## config.mk

```make
export PLATFORM = sky130hd
export DESIGN_NAME = update_tick_receiver
export DESIGN_NICKNAME = d
export VERILOG_FILES = /design/src/rtl/update_tick_receiver.sv
export SDC_FILE = /design/constraint.sdc
export NUM_CORES = 1
export LEC_CHECK = 0
export CORE_MARGIN = 10
export CORE_UTILIZATION = 52
export DETAILED_ROUTE_END_ITERATION = 6
export PLACE_DENSITY_LB_ADDON = 0.25
export SLEW_MARGIN = 5
export SYNTH_ARGS = -nofsm -noshare
export SYNTH_HDL_FRONTEND = slang
export SYNTH_SLANG_ARGS = --single-unit
```

## constraint.sdc

```tcl
create_clock -name clk_i -period 2.9 [get_ports clk_i]
set_input_delay 0.58 -clock clk_i [delete_from_list [all_inputs] [get_ports clk_i]]
set_output_delay 0.58 -clock clk_i [all_outputs]
set_load 0.02 [all_outputs]
```

## src/rtl/update_tick_receiver.sv

```systemverilog
// Receives the speed divider's toggle-style update ticks, queues player and
// bullet events in saturating counters and releases them one step at a time.
module update_tick_receiver #(
    parameter int SYNC_STAGES = 2,
    parameter int PEND_W      = 3
) (
    input  logic              clk_i,
    input  logic              rst_ni,
    input  logic              player_update_i,
    input  logic              bullet_update_i,
    input  logic              step_ready_i,
    output logic              step_valid_o,
    output logic              step_kind_o,
    output logic [PEND_W-1:0] player_pending_o,
    output logic [PEND_W-1:0] bullet_pending_o,
    output logic [1:0]        overrun_o,
    input  logic              clr_overrun_i
);

    localparam logic [PEND_W-1:0] PEND_MAX  = '1;
    localparam logic [PEND_W-1:0] PEND_ZERO = '0;
    localparam logic [PEND_W-1:0] PEND_ONE  = PEND_W'(1);
    localparam int PRIME_CYC = SYNC_STAGES + 1;
    localparam int PRIME_W   = $clog2(PRIME_CYC + 1);
    localparam logic [PRIME_W-1:0] PRIME_DONE = PRIME_W'(PRIME_CYC);
    localparam logic [PRIME_W-1:0] PRIME_ONE  = PRIME_W'(1);

    typedef enum logic {
        IDLE  = 1'b0,
        OFFER = 1'b1
    } stepState_t;

    logic [SYNC_STAGES-1:0] r_playerSync;
    logic [SYNC_STAGES-1:0] r_bulletSync;
    logic                   r_playerPrev;
    logic                   r_bulletPrev;
    logic [PRIME_W-1:0]     r_primeCnt;
    logic [PEND_W-1:0]      r_playerPending;
    logic [PEND_W-1:0]      r_bulletPending;
    logic [1:0]             r_overrun;
    stepState_t             r_state;
    logic                   r_stepKind;
    logic                   r_lastKind;

    logic                   w_playerSyncOut;
    logic                   w_bulletSyncOut;
    logic                   w_primed;
    logic                   w_playerEvent;
    logic                   w_bulletEvent;
    logic                   w_accept;
    logic                   w_playerDec;
    logic                   w_bulletDec;
    logic [PEND_W:0]        w_playerUpd;
    logic [PEND_W:0]        w_bulletUpd;
    stepState_t             w_nextState;
    logic                   w_nextKind;

    // Returns {overrun, next count}; saturates at max and never underflows.
    function automatic logic [PEND_W:0] nextPending(
        input logic [PEND_W-1:0] cur,
        input logic              inc,
        input logic              dec
    );
        logic              ovr;
        logic [PEND_W-1:0] nxt;
        ovr = 1'b0;
        nxt = cur;
        if (inc && !dec) begin
            if (cur == PEND_MAX) begin
                ovr = 1'b1;
            end else begin
                nxt = cur + PEND_ONE;
            end
        end else if (dec && !inc && (cur != PEND_ZERO)) begin
            nxt = cur - PEND_ONE;
        end
        return {ovr, nxt};
    endfunction

    assign w_playerSyncOut = r_playerSync[SYNC_STAGES-1];
    assign w_bulletSyncOut = r_bulletSync[SYNC_STAGES-1];
    assign w_primed        = (r_primeCnt == PRIME_DONE);
    assign w_playerEvent   = w_primed && (w_playerSyncOut ^ r_playerPrev);
    assign w_bulletEvent   = w_primed && (w_bulletSyncOut ^ r_bulletPrev);

    assign w_accept    = (r_state == OFFER) && step_ready_i;
    assign w_playerDec = w_accept && !r_stepKind;
    assign w_bulletDec = w_accept && r_stepKind;

    assign w_playerUpd = nextPending(r_playerPending, w_playerEvent, w_playerDec);
    assign w_bulletUpd = nextPending(r_bulletPending, w_bulletEvent, w_bulletDec);

    // Prev regs track the synchronizer output every cycle, so once priming
    // ends they already hold the settled input level and no false edge fires.
    always_ff @(posedge clk_i or negedge rst_ni) begin
        if (!rst_ni) begin
            r_playerSync <= '0;
            r_bulletSync <= '0;
            r_playerPrev <= 1'b0;
            r_bulletPrev <= 1'b0;
            r_primeCnt   <= '0;
        end else begin
            r_playerSync <= {r_playerSync[SYNC_STAGES-2:0], player_update_i};
            r_bulletSync <= {r_bulletSync[SYNC_STAGES-2:0], bullet_update_i};
            r_playerPrev <= w_playerSyncOut;
            r_bulletPrev <= w_bulletSyncOut;
            if (!w_primed) begin
                r_primeCnt <= r_primeCnt + PRIME_ONE;
            end
        end
    end

    // A fresh overrun beats a same-cycle clear.
    always_ff @(posedge clk_i or negedge rst_ni) begin
        if (!rst_ni) begin
            r_playerPending <= '0;
            r_bulletPending <= '0;
            r_overrun       <= 2'b00;
        end else begin
            r_playerPending <= w_playerUpd[PEND_W-1:0];
            r_bulletPending <= w_bulletUpd[PEND_W-1:0];
            r_overrun       <= (r_overrun & {2{~clr_overrun_i}})
                             | {w_bulletUpd[PEND_W], w_playerUpd[PEND_W]};
        end
    end

    // Kind selection uses the registered counts; ties go round-robin.
    always_comb begin
        w_nextState = r_state;
        w_nextKind  = r_stepKind;
        case (r_state)
            IDLE: begin
                if ((r_playerPending != PEND_ZERO) && (r_bulletPending != PEND_ZERO)) begin
                    w_nextState = OFFER;
                    w_nextKind  = ~r_lastKind;
                end else if (r_playerPending != PEND_ZERO) begin
                    w_nextState = OFFER;
                    w_nextKind  = 1'b0;
                end else if (r_bulletPending != PEND_ZERO) begin
                    w_nextState = OFFER;
                    w_nextKind  = 1'b1;
                end
            end
            OFFER: begin
                if (step_ready_i) begin
                    w_nextState = IDLE;
                end
            end
            default: begin
                w_nextState = IDLE;
            end
        endcase
    end

    always_ff @(posedge clk_i or negedge rst_ni) begin
        if (!rst_ni) begin
            r_state    <= IDLE;
            r_stepKind <= 1'b0;
            r_lastKind <= 1'b0;
        end else begin
            r_state    <= w_nextState;
            r_stepKind <= w_nextKind;
            if (w_accept) begin
                r_lastKind <= r_stepKind;
            end
        end
    end

    assign step_valid_o     = (r_state == OFFER);
    assign step_kind_o      = r_stepKind;
    assign player_pending_o = r_playerPending;
    assign bullet_pending_o = r_bulletPending;
    assign overrun_o        = r_overrun;

endmodule

```

### Yosys cells after proc, flatten, opt, wreduce, memory -nomap -nowiden

Cells that the tools add are included.

* register bits: 19
* output and inout bits: 10
* bits of input ports: 6

* multiplexer cells: 18
* add/subtract/negate cells: 5
* bitwise logic cells: 7
* reductions and logical operators: 25
* equal/unequal tests: 5

Operators by type and width (number)
* $mux W3: 6
* $logic_and A1 B1 Y1: 12
* $mux W1: 11
* $reduce_bool A3 Y1: 3
* $add A3 B1 Y3 const B: 2
* $eq A3 B3 Y1 const B: 2
* $reduce_and A2 Y1: 3
* $sub A3 B1 Y3 const B: 2
* $logic_not A1 Y1: 5
* $ne A2 B2 Y1 const B: 2
* $reduce_bool A2 Y1: 2
* $not A1 Y1: 3
* $add A2 B1 Y2 const B: 1
* $and A2 B2 Y2: 1
* $eq A2 B2 Y1 const B: 1
* $or A2 B2 Y2: 1
* $pmux W1 S2: 1
* $xor A1 B1 Y1: 2

### Longest topological paths before layout

* depth after elaboration: 7
* depth in mapped cells: 8
* depth with buffers taken out: 8

### Worst setup path before layout

No wires, ideal clock.

* kind: in2reg
* start: in step_ready_i
* end: reg r_playerPending[1] (netlist: player_pending_o[1])
* path buffers: 0
* setup slack: 833 ps
* cell stages on the path: 6
* arrival time: 1956 ps
* required time: 2789 ps
* library setup time: 111 ps
* cells stage by stage: nand3b_2 > and3_4 > inv_6 > fa_1 > o32ai_2 > a2111oi_2

* elaborated cells on any way between the ends: 10
* classes of those cells: eq/ne (1); mux (1); reduce/logical (8)

RTL lines
* start: declaration: line 11 `input logic step_ready_i,`
* $logic_and A1 B1 Y1: line 86 `assign w_accept = (r_state == OFFER) && step_ready_i;`
* $logic_and A1 B1 Y1: line 87 `assign w_playerDec = w_accept && !r_stepKind;`
* $logic_not A1 Y1: line 68 `if (inc && !dec) begin`
* $logic_and A1 B1 Y1: line 68
* $mux W3: line 68
* via w_playerUpd[1]: line 53 `logic [PEND_W:0] w_playerUpd;`
* end signal: assignment: line 120 `r_playerPending <= w_playerUpd[PEND_W-1:0];`
* end: declaration: line 38 `logic [PEND_W-1:0] r_playerPending;`

The timed path passes the listed nets, and every way through them passes these cells.
A chain may end at the register's enable or synchronous reset.

### Worst setup path after layout

* start: reg r_primeCnt[0]
* end: reg r_playerPending[1] (netlist: player_pending_o[1])

* elaborated cells on any way between the ends: 10
* classes of those cells: eq/ne (2); mux (1); reduce/logical (7)

RTL lines
* start: declaration: line 37 `logic [PRIME_W-1:0] r_primeCnt;`
* start signal: assignment: line 108 `r_primeCnt <= r_primeCnt + PRIME_ONE;`
* $eq A2 B2 Y1: line 82 `assign w_primed = (r_primeCnt == PRIME_DONE);`
* $logic_and A1 B1 Y1: line 83 `assign w_playerEvent = w_primed && (w_playerSyncOut ^ r_playerPrev);`
* $logic_and A1 B1 Y1: line 68
* $mux W3: line 68
* via w_playerUpd[1]: line 53

The timed path passes the listed nets, and every way through them passes these cells.

==> out/results.txt <==
Clock latency on the worst-skew pair, taken at its later pin, is 0.30 ns. The measured slew at the worst slew-check pin came out at 0.836 ns. The first-pass GRT wire length was 3.72 mm; the detailed-routing iteration count for the pre-antenna-repair pass was 4. The count of nets left with antenna violations once routing finished came out at 0. Setup repair after global routing left no endpoint under its margin.

Dividing total power by cell area gives a power density of 998 nW/µm². OpenSTA, run right after detailed placement, puts the worst setup slack at 0.289 ns. The run gives 45 as the violation count after the first detailed-routing iteration.

Headroom to the max-slew limit came out at 44.1%. The sequential cell area fraction in the yosys report is 45.3%. For the number of maximum-capacitance constraint violations, the log shows 0. In this run, synthesis inferred 0 flip-flops with an integrated enable.

Leading cell type by number of instances after synthesis: sky130_fd_sc_hd__dfrtp_1. The die outline width works out to 64.9 µm. Number of buffers on the longest clock path: 2.

The area growth from synthesis to final layout is 19.9%, and the hold violation count in the final report is 0. The via count of the first global-routing pass is 846. The logs give 19 for the count of clock tree sinks and 3 for the number of clock buffers inserted by TritonCTS. For this design, the CTS-stage hold fixing added 0 buffers.

For the core area, the log shows 1940 µm². The tree is rooted in a sky130_fd_sc_hd__clkbuf_4. The commonest cells after synthesis are sky130_fd_sc_hd__dfrtp_1, sky130_fd_sc_hd__nor3_1, sky130_fd_sc_hd__a21oi_1, sky130_fd_sc_hd__inv_1. STA classifies the critical path startpoint as a register. The fraction of final layout cells with drive strength greater than 1 was 10.8%; the amount of wire on met3 after detailed routing was 142 µm.

Routability-driven placement finished with a final weighted congestion of 0.807. The final layout contains routed wiring with a total length of 2.12 mm. In this run the post-CTS setup repair buffer count came out at 0.

The run gives 16 as the boundary pin count. Entering global routing, the biggest net connects 20 pins. Data on the critical path is required at its endpoint by 3.09 ns. Biggest area consumer among synthesized cells: sky130_fd_sc_hd__dfrtp_1. Setup violations remaining at the end of the flow were counted as 0. The type of the most critical hold path is reg -> reg.

After synthesis the cells add up to 1050 µm². The critical path is of the reg -> reg type. The arrival time at the worst endpoint was 2.54 ns; the floorplan die height was 64.9 µm.

In the final layout, the multi-input gates occupy 522 µm². The run finished with clean final reports. The logs give 39 for the number of distinct library cell variants in the gate-level netlist after synthesis and 0 for the initial antenna violation count. After clock tree synthesis, the clock-pin slew on the worst setup and hold paths is 0.10 ns.

For the final worst clock skew, the log shows 0.00133 ns. Top routing layer in use: met4. Global routing used 11.1% of the available tracks across all layers.

Counting flops and latches in the post-synthesis netlist gives 19. The mean number of vias per cell was 5.97. The run gives 112 as the net count after synthesis. The tools report the kind of end point of the critical path as a register. The highest ir drop seen on vdd is 458 µV, and the achievable clock frequency is 427 MHz. The run gives 0 as the number of remaining DRC errors. Port buffering added 15 buffers.

In this run the mean area of a mapped cell was 10.2 µm². Flip-flop and latch area: 475 µm². The sum of routed wire segments on met1 is 911 µm, and the final routed wire length divided by cell count is 14.4 µm. The leakage power of the design was 0.509 nW; the share of the clock period used by the worst path was 80.8%. For the final number of max-transition violations, the log shows 0. TritonCTS built the clock tree. The residual overflow from global routing was 0.

The count of yosys warnings during synthesis is 0. The count of standard-cell rows was 16; the initial core utilization was 54.0%. Once the clock tree was built, the resizer swapped 0 gates to a different size. 0 antenna diodes ended up in the layout.

The smallest clock period supported by the final layout is computed as 2.34 ns. After detailed routing, the met2 layer carries 1.02 mm of wire. The share of synthesized registers carrying an async set or reset is 100%, and the die area is 4210 µm². Summed over all failing endpoints, the final setup total negative slack is 0 ns.

Summed over its instances, the top area cell type makes up 45.3% of the synthesized netlist area. For this run, the leading register cell type out of synthesis is sky130_fd_sc_hd__dfrtp_1. Along the worst path, the maximum fanout reaches 13. For the final-stage net count, the log shows 130. The filler cell count was 156; the post-detailed-placement half-perimeter wirelength was 1.58 mm. The final worst slack is 0.555 ns. By area the synthesized netlist is led by sky130_fd_sc_hd__dfrtp_1, sky130_fd_sc_hd__nor3_1, sky130_fd_sc_hd__fa_1. For the number of H-tree levels, the log shows 1. Post-synthesis cell count: 103. Across all layers, the routed design uses 877 vias.
## path summary, 6_finish.rpt
kind / from / to / slack, ns / cells past startpoint
min in group asynchronous: rst_ni / bullet_pending_o[2] / 0.75 / 1
max in group asynchronous: rst_ni / player_pending_o[0] / 1.64 / 1
min reg2reg: r_bulletSync[0] / r_bulletSync[1] / 0.36 / 0
max: r_primeCnt[0] / player_pending_o[1] / 0.56 / 6
max reg2reg: r_primeCnt[0] / player_pending_o[1] / 0.56 / 6
min: r_bulletSync[0] / r_bulletSync[1] / 0.36 / 0
## state kept, by name, summed over array words and instances, names as in the netlist
signal,count
r_lastKind,1
r_playerPrev,1
step_valid_o,1
r_bulletSync,2
r_primeCnt,2
r_bulletPrev,1
bullet_pending_o,3
overrun_o,2
step_kind_o,1
r_playerSync,2
player_pending_o,3
## metal layers
layer / GRT usage [%] / vias up
met5: 0 / -
met1: 12.7 / 420
met3: 3.09 / 4
met4: 7.75 / 0
met2: 17.5 / 36
li1: - / 417
## per-stage QoR
step / hold slack [ns] / util [%] / area [µm²] / power [W] / cells
floorplan: 0.284 / - / 1050 / 0.000902 / 103
global placement: 0.336 / 63.4 / 1230 / 0.00111 / 143
detailed placement: 0.341 / 63.4 / 1230 / 0.00112 / 143
CTS: 0.365 / 64.8 / 1260 / 0.00126 / 147
global route: 0.369 / 64.8 / 1260 / 0.00136 / 147
finish: 0.360 / 64.8 / 1260 / 0.00125 / 147
## cell usage in the layout (no fill, tap or decap), drive strengths merged, types with 2 or more instances in the layout
cell type and count:
dfrtp 19, clkdlybuf4s50 15, nor3 9, inv 8, a21oi 7, nand2 6, nor2 6, a211oi 4
clkbuf 4, a221oi 3, xnor2 3, o21ai 3, nand3 3, xor2 2, and3 2, o22ai 2
or3 2, fa 2, buf 2
## power by group
part           leakage [nW]  internal, W  total (W)  switching (W)
clock                0.0150    0.0000536   0.000133      0.0000797
combinational         0.275     0.000327   0.000651       0.000324
sequential            0.219     0.000337   0.000470       0.000133
## critical path: stages (launching register included)
cell and delay [ns]:
sky130_fd_sc_hd__dfrtp_1 0.37, sky130_fd_sc_hd__ha_1 0.45, sky130_fd_sc_hd__and3_4 0.34, sky130_fd_sc_hd__inv_6 0.05
sky130_fd_sc_hd__fa_1 0.57, sky130_fd_sc_hd__o32ai_2 0.10, sky130_fd_sc_hd__a2111oi_2 0.36
## kinds of logic (layout without fill, tap and decap cells)
group | Yosys count | after routing | synth area share (%)
simple gates | 34 | 34 | 18.4
compound gates | 29 | 29 | 21.1
flops | 19 | 19 | 45.3
buf+inv | 12 | 29 | 4.89
xor+xnor | 5 | 5 | 4.18
fa+ha+maj | 3 | 3 | 5.01
mux | 1 | 1 | 1.07
## cell type report
class	instances	area share, %
tap	27	2.69
clock buffer	4	2.09
timing repair buffer	17	13.1
multi-input combinational	72	41.5
inverter	8	2.79
sequential	19	37.8
Power figures use the tool's default switching activity.
==> RTL change, RTL diff (same flow settings) <==
`PEND_W`: 3 -> 6.
--- a/src/rtl/update_tick_receiver.sv
+++ b/src/rtl/update_tick_receiver.sv
@@ -3,5 +3,5 @@
 module update_tick_receiver #(
     parameter int SYNC_STAGES = 2,
-    parameter int PEND_W      = 3
+    parameter int PEND_W      = 6
 ) (
     input  logic              clk_i,
Interface: changed (resized bullet_pending_o and player_pending_o); port bits go from 16 to 22. No check against the original RTL was run, so the function may have changed too.
==> RTL change against the unedited design <==
Design area grew 30%; worst setup slack lost 0.28 ns; critical path type is now in -> reg; sequential cell count grew 6; largest power group unchanged; area after synthesis grew 30%; die area grew 20%; routed wire length grew 26%; sequential power grew 27%; total power grew 43%; highest routed layer unchanged.
==> RTL change: results (changes against the unedited design) <==
p_leak_nw: 0.741  # +46%
dr_wl_met3_um: 260  # +83%
critPathMaxStageDelay_ns: 0.48  # -0.09 ns
arrival_ns: 2.89  # +0.35 ns
hpwl_um: 2030  # +28%
synth-xor-area-share: 0.0838  # +0.0420
track_usage: 0.111  # about the same
wl_per_cell_um: 15.5  # +7.6%
dp.cells: 168  # +17%
nFillCells: 206  # +32%
synth_fp_nets: 134  # +20%
path_clk_slew_ns: 0.14  # +0.04 ns
grt_start_max_net_pins: 26  # +30%
routed_wl_um: 2670  # +26%
cp_max_fo: 6  # -7
synth-compound-area-share: 0.0985  # -0.113
wl_met2_um: 1230  # +21%
synth_top_family_by_area: "adder cells"
nNetsFinal: 161  # +24%
drt_iter0_drc: 69  # +53%
cpMaxStageDelayCell: "o211ai_1"
synth_fa_ha_area_frac: 0.122  # +0.0714
vdd_drop_max_mv: 0.612  # +34%
muxShareOfSynthArea: 0.0967  # +0.0859
dpl_cell_area_mm2: 0.00161  # +30%
viasPerCell: 5.60  # -6.2%
worst_slew_pin_slew_ns: 0.542  # -0.294 ns
worstSkewPairLatency_ns: 0.32  # +0.02 ns
grt_pass1_wl_um: 4690  # +26%
p_sw_mw: 0.735  # +37%
ys_types: 29  # -26%
r2r_cells: 8  # +2
fin_skew_ns: 0.00432  # +0.00299 ns
r2r_start: "step_valid_o$_DFF_PN0_"
synthTopCellsByCount: "25 x dfrtp_1, 10 x ha_1, 9 x nand2_1"
seq_area_frac_synth: 0.460  # +0.00694
critical-path-top-delay-family: "compound AO/OA/AOI/OAI gates"
synthTopCellsByArea: "dfrtp_1 46%, ha_1 9.2%, xnor2_1 5.2%"
reg2reg_to: "player_pending_o[5]$_DFFE_PN0P_"
synth_area_per_cell_um2: 11.7  # +15%
outcome: "finished clean"
grt_pass1_vias: 1022  # +21%
io_buffers: 21  # +6
drive_gt1_frac: 0.120  # +0.0114
[RTL change: worst max-delay path by stage]
stage                      start                         endpoint  slack [ns]  depth (start not counted)
finish              step_ready_i  player_pending_o[5]$_DFFE_PN0P_        0.27                          9
global route        step_ready_i  player_pending_o[5]$_DFFE_PN0P_        0.11                          9
floorplan           step_ready_i  player_pending_o[5]$_DFFE_PN0P_        0.64                          8
detailed placement  step_ready_i  player_pending_o[5]$_DFFE_PN0P_       -0.07                          9
CTS                 step_ready_i  player_pending_o[5]$_DFFE_PN0P_        0.28                          9
global placement    step_ready_i  player_pending_o[5]$_DFFE_PN0P_        0.08                          9
[RTL change: area by class of cell]
type	instances	area, um^2	share of cell area
Clock buffer	4	26.3	0.0161
Inverter	7	26.3	0.0161
Multi-Input combinational cell	82	684	0.419
Sequential cell	25	626	0.383
Tap cell	30	37.5	0.0230
Timing Repair Buffer	24	233	0.143
[RTL change: routing by layer]
metal | vias to the layer above | GRT usage
met5 | - | 0
met4 | 0 | 0.0581
met3 | 7 | 0.0377
met2 | 34 | 0.177
met1 | 463 | 0.128
li1 | 459 | -
[RTL change: per-stage QoR]
| step | worst slack, ns | TNS, ns | hold WS [ns] |
|---|---|---|---|
| floorplan | 0.644 | 0 | 0.284 |
| global placement | 0.0766 | 0 | 0.337 |
| detailed placement | -0.0677 | -0.0677 | 0.340 |
| CTS | 0.277 | 0 | 0.374 |
| global route | 0.108 | 0 | 0.385 |
| finish | 0.272 | 0 | 0.370 |
[RTL change: power groups by stage]
stage | combinational [mW] | clock, mW | sequential (mW)
2_1_floorplan | 0.606 | 0 | 0.694
3_3_place_gp | 0.992 | 0 | 0.598
3_5_place_dp | 1.04 | 0 | 0.607
4_1_cts | 1.05 | 0.164 | 0.599
5_1_grt | 1.14 | 0.176 | 0.621
6_report | 1.04 | 0.159 | 0.599
